<file path="src/rtl/cvt_fp_ctrl_if.sv">
// Request/response bus of cvt_fp_ctrl; the sticky-flag signals exist only
// when CVT_FP_STICKY_FLAGS_EN is defined.
interface cvt_fp_ctrl_if #(
    parameter int W        = 32,
    parameter int TAGWIDTH = 5
);
    // Valid/ready: a request transfers on any edge where ciReqValid and
    // coReqReady are both high, a response where coRspValid and ciRspReady are
    // both high; a valid that is not taken must be held by its producer.
    logic                ciReqValid;
    logic                coReqReady;
    logic                ciWay;
    logic [W-1:0]        diA;
    logic [TAGWIDTH-1:0] diTag;
    logic                coRspValid;
    logic                ciRspReady;
    logic [W-1:0]        doY;
    logic [TAGWIDTH-1:0] doTag;
    logic                doNAN;
    logic                doINF;
    logic                ciFlush;
    logic                coBusy;
    logic [1:0]          dbg_state;
`ifdef CVT_FP_STICKY_FLAGS_EN
    logic                ciFlagClr;
    logic                doStickyNAN;
    logic                doStickyINF;
`endif

    modport slave (
        input  ciReqValid, ciWay, diA, diTag, ciRspReady, ciFlush,
`ifdef CVT_FP_STICKY_FLAGS_EN
        input  ciFlagClr,
        output doStickyNAN, doStickyINF,
`endif
        output coReqReady, coRspValid, doY, doTag, doNAN, doINF, coBusy, dbg_state
    );

    modport master (
        output ciReqValid, ciWay, diA, diTag, ciRspReady, ciFlush,
`ifdef CVT_FP_STICKY_FLAGS_EN
        output ciFlagClr,
        input  doStickyNAN, doStickyINF,
`endif
        input  coReqReady, coRspValid, doY, doTag, doNAN, doINF, coBusy, dbg_state
    );
endinterface

</file>
<file path="src/rtl/cvt_fp_ctrl.sv">
// Two-tick int<->float conversion controller around one combinational converter.
// Optional sticky NaN/INF flags are enabled by defining CVT_FP_STICKY_FLAGS_EN.
module cvt_fp_conv #(
    parameter  int LOGWIDTH  = 5,
    parameter  int EXPWIDTH  = 8,
    parameter  int MANTWIDTH = 23,
    localparam int W         = 2**LOGWIDTH
) (
    input  logic         way,
    input  logic [W-1:0] a,
    output logic [W-1:0] y,
    output logic         nan,
    output logic         inf
);
    localparam int           BIAS     = 2**(EXPWIDTH-1) - 1;
    localparam logic [W-1:0] LOW_MASK = W'((64'd1 << (EXPWIDTH-1)) - 64'd1);
    localparam logic [W-1:0] MAX_POS  = {1'b0, {(W-1){1'b1}}};
    localparam logic [W-1:0] MIN_NEG  = {1'b1, {(W-1){1'b0}}};

    logic                 i_sign;
    logic [W-1:0]         i_mag;
    logic [W-1:0]         i_norm;
    int                   i_msb;
    logic [MANTWIDTH-1:0] i_mant;
    logic                 i_guard;
    logic                 i_sticky;
    logic                 i_rnd;
    logic [MANTWIDTH:0]   i_mant_r;
    logic [EXPWIDTH-1:0]  i_exp;
    logic [W-1:0]         i2f;

    // Word to float: round to nearest, ties to even.
    always_comb begin
        i_sign = a[W-1];
        i_mag  = i_sign ? (~a + 1'b1) : a;
        i_msb  = 0;
        for (int k = 0; k < W; k++) begin
            if (i_mag[k]) i_msb = k;
        end
        i_norm   = i_mag << (W - 1 - i_msb);
        i_mant   = i_norm[W-2 -: MANTWIDTH];
        i_guard  = i_norm[W-2-MANTWIDTH];
        i_sticky = |(i_norm & LOW_MASK);
        i_rnd    = i_guard & (i_sticky | i_mant[0]);
        i_mant_r = {1'b0, i_mant} + {{MANTWIDTH{1'b0}}, i_rnd};
        i_exp    = EXPWIDTH'(BIAS + i_msb) + EXPWIDTH'(i_mant_r[MANTWIDTH]);
        if (i_mag == '0) i2f = '0;
        else             i2f = {i_sign, i_exp, i_mant_r[MANTWIDTH-1:0]};
    end

    logic                 f_sign;
    logic [EXPWIDTH-1:0]  f_exp;
    logic [MANTWIDTH-1:0] f_mant;
    int                   f_ue;
    logic [W-1:0]         f_sig;
    logic [W-1:0]         f_mag;
    logic [W-1:0]         f2i;
    logic                 f_nan;
    logic                 f_inf;

    // Float to word: truncate toward zero, saturate on overflow/infinity,
    // NaN gives the largest positive word.
    always_comb begin
        f_sign = a[W-1];
        f_exp  = a[W-2 -: EXPWIDTH];
        f_mant = a[MANTWIDTH-1:0];
        f_ue   = int'(f_exp) - BIAS;
        f_sig  = W'({1'b1, f_mant});
        f_mag  = '0;
        f_nan  = 1'b0;
        f_inf  = 1'b0;
        f2i    = '0;
        if (f_exp == '1) begin
            if (f_mant != '0) begin
                f_nan = 1'b1;
                f2i   = MAX_POS;
            end else begin
                f_inf = 1'b1;
                f2i   = f_sign ? MIN_NEG : MAX_POS;
            end
        end else if (f_ue < 0) begin
            f2i = '0;
        end else if (f_ue >= W - 1) begin
            if (f_sign && f_ue == W - 1 && f_mant == '0) begin
                f2i = MIN_NEG;
            end else begin
                f_inf = 1'b1;
                f2i   = f_sign ? MIN_NEG : MAX_POS;
            end
        end else begin
            if (f_ue >= MANTWIDTH) f_mag = f_sig << (f_ue - MANTWIDTH);
            else                   f_mag = f_sig >> (MANTWIDTH - f_ue);
            f2i = f_sign ? (~f_mag + 1'b1) : f_mag;
        end
    end

    assign y   = way ? f2i : i2f;
    assign nan = f_nan;
    assign inf = f_inf;
endmodule

module cvt_fp_ctrl #(
    parameter int LOGWIDTH  = 5,
    parameter int EXPWIDTH  = 8,
    parameter int MANTWIDTH = 23,
    parameter int TAGWIDTH  = 5
) (
    input logic          ciClk,
    input logic          ciRst_n,
    cvt_fp_ctrl_if.slave bus
);
    localparam int W = 2**LOGWIDTH;

    if (W != EXPWIDTH + MANTWIDTH + 1) begin : g_bad_params
        $error("cvt_fp_ctrl: 2**LOGWIDTH must equal EXPWIDTH+MANTWIDTH+1");
    end

    typedef enum logic [1:0] {
        IDLE = 2'b00,
        CONV = 2'b01,
        DONE = 2'b10
    } state_t;

    state_t              state;
    state_t              state_next;
    logic [W-1:0]        op_a;
    logic                op_way;
    logic [TAGWIDTH-1:0] op_tag;
    logic [W-1:0]        y_q;
    logic [TAGWIDTH-1:0] tag_q;
    logic                nan_q;
    logic                inf_q;
    logic [W-1:0]        conv_y;
    logic                conv_nan;
    logic                conv_inf;
    logic                req_ready;
    logic                rsp_valid;
    logic                busy;
    logic                accept;
    logic                handoff;

    cvt_fp_conv #(
        .LOGWIDTH (LOGWIDTH),
        .EXPWIDTH (EXPWIDTH),
        .MANTWIDTH(MANTWIDTH)
    ) u_conv (
        .way(op_way),
        .a  (op_a),
        .y  (conv_y),
        .nan(conv_nan),
        .inf(conv_inf)
    );

    always_ff @(posedge ciClk) begin
        if (!ciRst_n) state <= IDLE;
        else          state <= state_next;
    end

    // Flush overrides every transition; the unused encoding falls back to IDLE.
    always_comb begin
        state_next = IDLE;
        case (state)
            IDLE:    state_next = accept ? CONV : IDLE;
            CONV:    state_next = DONE;
            DONE:    state_next = bus.ciRspReady ? (accept ? CONV : IDLE) : DONE;
            default: state_next = IDLE;
        endcase
        if (bus.ciFlush) state_next = IDLE;
    end

    always_comb begin
        req_ready = 1'b0;
        rsp_valid = 1'b0;
        busy      = 1'b0;
        case (state)
            IDLE: req_ready = 1'b1;
            CONV: busy      = 1'b1;
            DONE: begin
                busy      = 1'b1;
                rsp_valid = 1'b1;
                req_ready = bus.ciRspReady;
            end
            default: ;
        endcase
        req_ready = req_ready & ~bus.ciFlush & ciRst_n;
    end

    assign accept  = bus.ciReqValid & req_ready;
    assign handoff = (state == DONE) & bus.ciRspReady;

    always_ff @(posedge ciClk) begin
        if (!ciRst_n) begin
            op_a   <= '0;
            op_way <= 1'b0;
            op_tag <= '0;
            y_q    <= '0;
            tag_q  <= '0;
            nan_q  <= 1'b0;
            inf_q  <= 1'b0;
        end else begin
            if (accept) begin
                op_a   <= bus.diA;
                op_way <= bus.ciWay;
                op_tag <= bus.diTag;
            end
            if (state == CONV && !bus.ciFlush) begin
                y_q   <= conv_y;
                tag_q <= op_tag;
                nan_q <= op_way & conv_nan;
                inf_q <= op_way & conv_inf;
            end
        end
    end

`ifdef CVT_FP_STICKY_FLAGS_EN
    logic sticky_nan;
    logic sticky_inf;

    // A setting handoff wins over a same-cycle clear.
    always_ff @(posedge ciClk) begin
        if (!ciRst_n) begin
            sticky_nan <= 1'b0;
            sticky_inf <= 1'b0;
        end else begin
            if (handoff && nan_q)   sticky_nan <= 1'b1;
            else if (bus.ciFlagClr) sticky_nan <= 1'b0;
            if (handoff && inf_q)   sticky_inf <= 1'b1;
            else if (bus.ciFlagClr) sticky_inf <= 1'b0;
        end
    end

    assign bus.doStickyNAN = sticky_nan;
    assign bus.doStickyINF = sticky_inf;
`else
    logic unused_handoff;
    assign unused_handoff = handoff;
`endif

    assign bus.coReqReady = req_ready;
    assign bus.coRspValid = rsp_valid;
    assign bus.coBusy     = busy;
    assign bus.doY        = y_q;
    assign bus.doTag      = tag_q;
    assign bus.doNAN      = nan_q;
    assign bus.doINF      = inf_q;
    assign bus.dbg_state  = state;
endmodule

</file>
<file path="src/flat_wrapper.sv">
// flat-port wrapper written by rule: the top's interface ports become plain ports
module cvt_fp_ctrl_flat 
#(
    parameter int LOGWIDTH  = 5,
    parameter int EXPWIDTH  = 8,
    parameter int MANTWIDTH = 23,
    parameter int TAGWIDTH  = 5
)
  (ciClk, ciRst_n, bus_ciReqValid, bus_ciWay, bus_diA, bus_diTag, bus_ciRspReady, bus_ciFlush, bus_coReqReady, bus_coRspValid, bus_doY, bus_doTag, bus_doNAN, bus_doINF, bus_coBusy, bus_dbg_state);
  cvt_fp_ctrl_if #(.W(32), .TAGWIDTH(TAGWIDTH)) bus_i ();
  input logic ciClk;
  input logic ciRst_n;
  input wire logic [$bits(bus_i.ciReqValid)-1:0] bus_ciReqValid;
  input wire logic [$bits(bus_i.ciWay)-1:0] bus_ciWay;
  input wire logic [$bits(bus_i.diA)-1:0] bus_diA;
  input wire logic [$bits(bus_i.diTag)-1:0] bus_diTag;
  input wire logic [$bits(bus_i.ciRspReady)-1:0] bus_ciRspReady;
  input wire logic [$bits(bus_i.ciFlush)-1:0] bus_ciFlush;
  output wire logic [$bits(bus_i.coReqReady)-1:0] bus_coReqReady;
  output wire logic [$bits(bus_i.coRspValid)-1:0] bus_coRspValid;
  output wire logic [$bits(bus_i.doY)-1:0] bus_doY;
  output wire logic [$bits(bus_i.doTag)-1:0] bus_doTag;
  output wire logic [$bits(bus_i.doNAN)-1:0] bus_doNAN;
  output wire logic [$bits(bus_i.doINF)-1:0] bus_doINF;
  output wire logic [$bits(bus_i.coBusy)-1:0] bus_coBusy;
  output wire logic [$bits(bus_i.dbg_state)-1:0] bus_dbg_state;
  assign bus_i.ciReqValid = bus_ciReqValid;
  assign bus_i.ciWay = bus_ciWay;
  assign bus_i.diA = bus_diA;
  assign bus_i.diTag = bus_diTag;
  assign bus_i.ciRspReady = bus_ciRspReady;
  assign bus_i.ciFlush = bus_ciFlush;
  assign bus_coReqReady = bus_i.coReqReady;
  assign bus_coRspValid = bus_i.coRspValid;
  assign bus_doY = bus_i.doY;
  assign bus_doTag = bus_i.doTag;
  assign bus_doNAN = bus_i.doNAN;
  assign bus_doINF = bus_i.doINF;
  assign bus_coBusy = bus_i.coBusy;
  assign bus_dbg_state = bus_i.dbg_state;
  cvt_fp_ctrl #(.LOGWIDTH(LOGWIDTH), .EXPWIDTH(EXPWIDTH), .MANTWIDTH(MANTWIDTH), .TAGWIDTH(TAGWIDTH)) u_core (.ciClk(ciClk), .ciRst_n(ciRst_n), .bus(bus_i));
endmodule
</file>
<file path="config.mk">
export PLATFORM = sky130hd
export DESIGN_NAME = cvt_fp_ctrl_flat
export DESIGN_NICKNAME = d
export VERILOG_FILES = /design/src/rtl/cvt_fp_ctrl_if.sv /design/src/rtl/cvt_fp_ctrl.sv /design/src/flat_wrapper.sv
export SDC_FILE = /design/constraint.sdc
export NUM_CORES = 1
export LEC_CHECK = 0
export CAP_MARGIN = 10
export CELL_PAD_IN_SITES_DETAIL_PLACEMENT = 1
export CELL_PAD_IN_SITES_GLOBAL_PLACEMENT = 1
export CORE_MARGIN = 10
export CORE_UTILIZATION = 35
export DETAILED_ROUTE_END_ITERATION = 12
export PLACE_DENSITY = 0.63
export SLEW_MARGIN = 20
export SYNTH_ARGS = -nofsm -noshare
export SYNTH_HDL_FRONTEND = slang
export SYNTH_SLANG_ARGS = --single-unit
</file>
<file path="constraint.sdc">
create_clock -name ciClk -period 7.2 [get_ports ciClk]
set_input_delay 0.72 -clock ciClk [delete_from_list [all_inputs] [get_ports ciClk]]
set_output_delay 0.72 -clock ciClk [all_outputs]
set_load 0.02 [all_outputs]
</file>
==> impl_metrics.ini <==
[status]
outcome = completed

[routing]
wl_per_cell_um = 26.3
wl_met3_um = 2940
route.detailed.drc = 0
vias = 14200
drtAntennaViolNets = 0
routed.top_layer = met4
met2_length_um = 27000
wl_met1_um = 26100
drt_wl_total_um = 58500
first_pass_iters = 7
drtIter0Drc = 1251
post_drt_via_cell_ratio = 6.39

[grt]
track_usage_pct = 27.0
antenna_found_initial = 1
grt_max_degree = 61
gr-total-overflow = 0
grt_pass1_wl_um = 88600
grt_pass1_vias = 14200

[placed_design]
place_congestion = 1.00
hpwl_um = 46500
io_buffers = 86

[worst_setup_path]
critPathMaxStageDelay_ns = 0.62
startpoint_type = flop
startpoint = u_core.op_a[1]$_SDFFE_PN0P_
r2r_end = u_core.bus.doY[27]$_SDFFE_PN0P_
arrival_ns = 7.03
cp_max_fo = 22
cpMaxStageDelayCell = a2111oi_1
path_class = reg2reg
worstPathCellList = inv_1 -> ha_1 -> or4b_1 -> buf_4 -> o31ai_2 -> xnor2_1 -> nor4_1 -> a221oi_2 -> o211a_2 -> nor2_4 -> a2111oi_1 -> o22ai_1 -> a211oi_2 -> o22ai_1 -> nor2_1 -> nand3b_1 -> or4b_1 -> ha_1 -> nand3_1 -> nor3_1 -> a2111oi_2 -> a31oi_1 -> o311ai_0 -> a21oi_1
rr_worst_depth = 24
timing.rr.start = u_core.op_a[1]$_SDFFE_PN0P_
setup.worst_path.end = u_core.bus.doY[27]$_SDFFE_PN0P_
worstPathRequired_ns = 7.44
cp-end-kind = flop
reg2reg_slack_ns = 0.41

[worst_hold_path]
holdCritPathClass = reg2reg

[timing]
holdWs_ns = 0.454
slew_violations = 0
hold_viol = 0
setup_viol = 0
relSlewSlack_pct = 39.1
fin_setup_tns_ns = 0
max_freq_ghz = 0.147
tightest_slew_ns = 0.907
fin_crit_ns = 6.79
period_share_pct = 94.3
fin_skew_ns = 0.0167

[clock_tree]
cts_buffers = 9
cts_htree_levels = 3
clock_latency_ns = 0.39
cts_buffer_depth = 2
post_cts_buffers = 0
cts_root_buf = clkbuf_16
path_clk_slew_ns = 0.07
tritoncts = built
cts_hold_buf = 0
cts_sinks = 79

[synthesis]
syn_area_um2 = 12200
postSynthNetCount = 1753
ys_warn_count = 0
ys_seq_area_share_pct = 13.0
synthCells = 1693
synth-edff-count = 0
syn_area_per_cell_um2 = 7.18
async_flop_share_pct = 0
synth-seq-cells = 79
synth_ff_type = dfxtp_1
synth.distinct_cells = 114

[floorplanning]
die_area_um2 = 42600
start_util_pct = 35.4
pin_count = 87
rows = 68
core_um2 = 34400
die_h_um = 206
die_width_um = 206

[finish]
fill_cells = 4256
utilization_pct = 41.7
antenna_cells = 0
area_growth_pct = 17.8
drive_above_1_share_pct = 15.9
fin_nets = 1821

[power]
leakagePower_uw = 0.00488
vdd_drop_max_v = 0.000129
power_density_nw_per_um2 = 190

[flow_run]
drv_cap = 0
[cell type report]
cell class | instances | area, um^2 | share of cell area [%]
clock buffer | 10 | 239 | 1.67
inverter | 27 | 101 | 0.707
tap | 455 | 569 | 3.97
sequential | 79 | 1580 | 11.1
clock inverter | 6 | 50.0 | 0.349
multi-input combinational | 1433 | 9970 | 69.6
timing repair buffer | 211 | 1820 | 12.7
[report_power, final]
| part | leakage, uW | internal (uW) | switching (uW) |
|---|---|---|---|
| registers | 0.000641 | 451 | 16.9 |
| clock network | 0.000141 | 248 | 223 |
| logic | 0.00410 | 651 | 1140 |
| total | 0.00488 | 1350 | 1380 |
[worst max-delay path: cells and delay by family, from the launching register on]
kind,cells,cell delay (ns)
xor gates and xnor gates,1,0.33
and+or+nand+nor,8,1.95
buffers and inverters,2,0.32
DFF,1,0.31
adders and majority gates,2,0.42
AOI/OAI and AO/OA,11,3.32
[logic make-up (layout without fill, tap and decap cells)]
| family | Yosys count | after routing | synth area share (%) |
|---|---|---|---|
| xor gates and xnor gates | 107 | 107 | 7.77 |
| muxes | 110 | 110 | 12.5 |
| adders and majority gates | 17 | 17 | 1.75 |
| AOI/OAI and AO/OA | 572 | 572 | 33.1 |
| and+or+nand+nor | 627 | 627 | 25.3 |
| DFF | 79 | 79 | 13.0 |
| buffers and inverters | 181 | 254 | 6.58 |
[cells in the final DEF, fill, tap and decap left out, drive strengths merged, types with 57 or more instances in the layout]
master	instances
xnor2	63
clkdlybuf4s50	86
nor2	118
dfxtp	79
mux2i	64
buf	125
a211oi	57
nand2	240
o21ai	97
a21oi	160
[how the worst min path moves through the flow]
stage	startpoint	end	slack, ns	depth (start not counted)
floorplan	u_core.op_tag[0]$_SDFFE_PN0P_	u_core.bus.doTag[0]$_SDFFE_PN0P_	0.43	2
global placement	u_core.op_tag[1]$_SDFFE_PN0P_	u_core.bus.doTag[1]$_SDFFE_PN0P_	0.43	2
detailed placement	u_core.bus.doTag[3]$_SDFFE_PN0P_	u_core.bus.doTag[3]$_SDFFE_PN0P_	0.45	2
CTS	u_core.bus.doTag[3]$_SDFFE_PN0P_	u_core.bus.doTag[3]$_SDFFE_PN0P_	0.46	2
global route	u_core.bus.doTag[4]$_SDFFE_PN0P_	u_core.bus.doTag[4]$_SDFFE_PN0P_	0.48	2
finish	u_core.bus.doTag[3]$_SDFFE_PN0P_	u_core.bus.doTag[3]$_SDFFE_PN0P_	0.45	2
[Yosys cell counts (all sizes together), types with 5 or more instances]
master	number	share of area (%)
nand2	240	7.4
a21oi	160	6.7
nor2	118	3.7
clkbuf	104	3.2
o21ai	97	4.1
dfxtp	79	13
mux2i	64	5.3
xnor2	63	4.5
a211oi	57	4.0
nor3	56	2.4
buf	50	2.5
nand3	49	2.2
xor2	44	3.2
o22ai	36	1.9
mux4	32	5.9
nor4	32	2.1
inv	25	0.77
or3	23	1.2
o31ai	22	1.5
a2111oi	21	1.7
a221oi	20	1.7
nand4	19	1.0
o211ai	19	1.2
ha	17	1.7
a31oi	16	0.82
or2	16	0.82
mux2	14	1.3
o32ai	13	1.0
a22oi	12	0.78
nor2b	11	0.57
o2111ai	11	0.79
and2	10	0.51
nand2b	10	0.53
or4	10	0.65
o21a	9	0.57
and3	8	0.41
a21o	7	0.43
o41ai	7	1.0
a22o	6	0.43
a32oi	6	0.43
a21boi	5	0.34
[what timing repair did]
item	CTS	global route
setup endpoints to repair	0	5
gates resized for setup	0	31
hold endpoints to repair	0	0
[metal layers]
layer / vias to the layer above / GRT usage, %
li1: 6558 / -
met1: 7081 / 35.3
met2: 458 / 43.5
met3: 94 / 3.61
met4: 0 / 11.8
met5: - / 0
[sequential cells by signal, summed over array words and instances (netlist names)]
name	count
u_core.bus.doNAN	1
u_core.op_a	32
u_core.bus.doINF	1
u_core.bus.doY	32
u_core.bus.doTag	5
u_core.bus.dbg_state	2
u_core.op_tag	5
u_core.op_way	1
[per-stage QoR]
| stage | total power, uW | cells | instance area (um^2) | setup WS, ns |
|---|---|---|---|---|
| detailed placement | 2170 | 2205 | 13900 | 0.127 |
| CTS | 2650 | 2221 | 14200 | 0.0483 |
| finish | 2730 | 2221 | 14300 | 0.412 |
| global route | 2870 | 2221 | 14300 | -0.00237 |
| global placement | 2170 | 2205 | 13900 | 0.351 |
| floorplan | 1580 | 1693 | 12200 | 0.731 |
No activity file was read; power rests on OpenSTA's default activity.
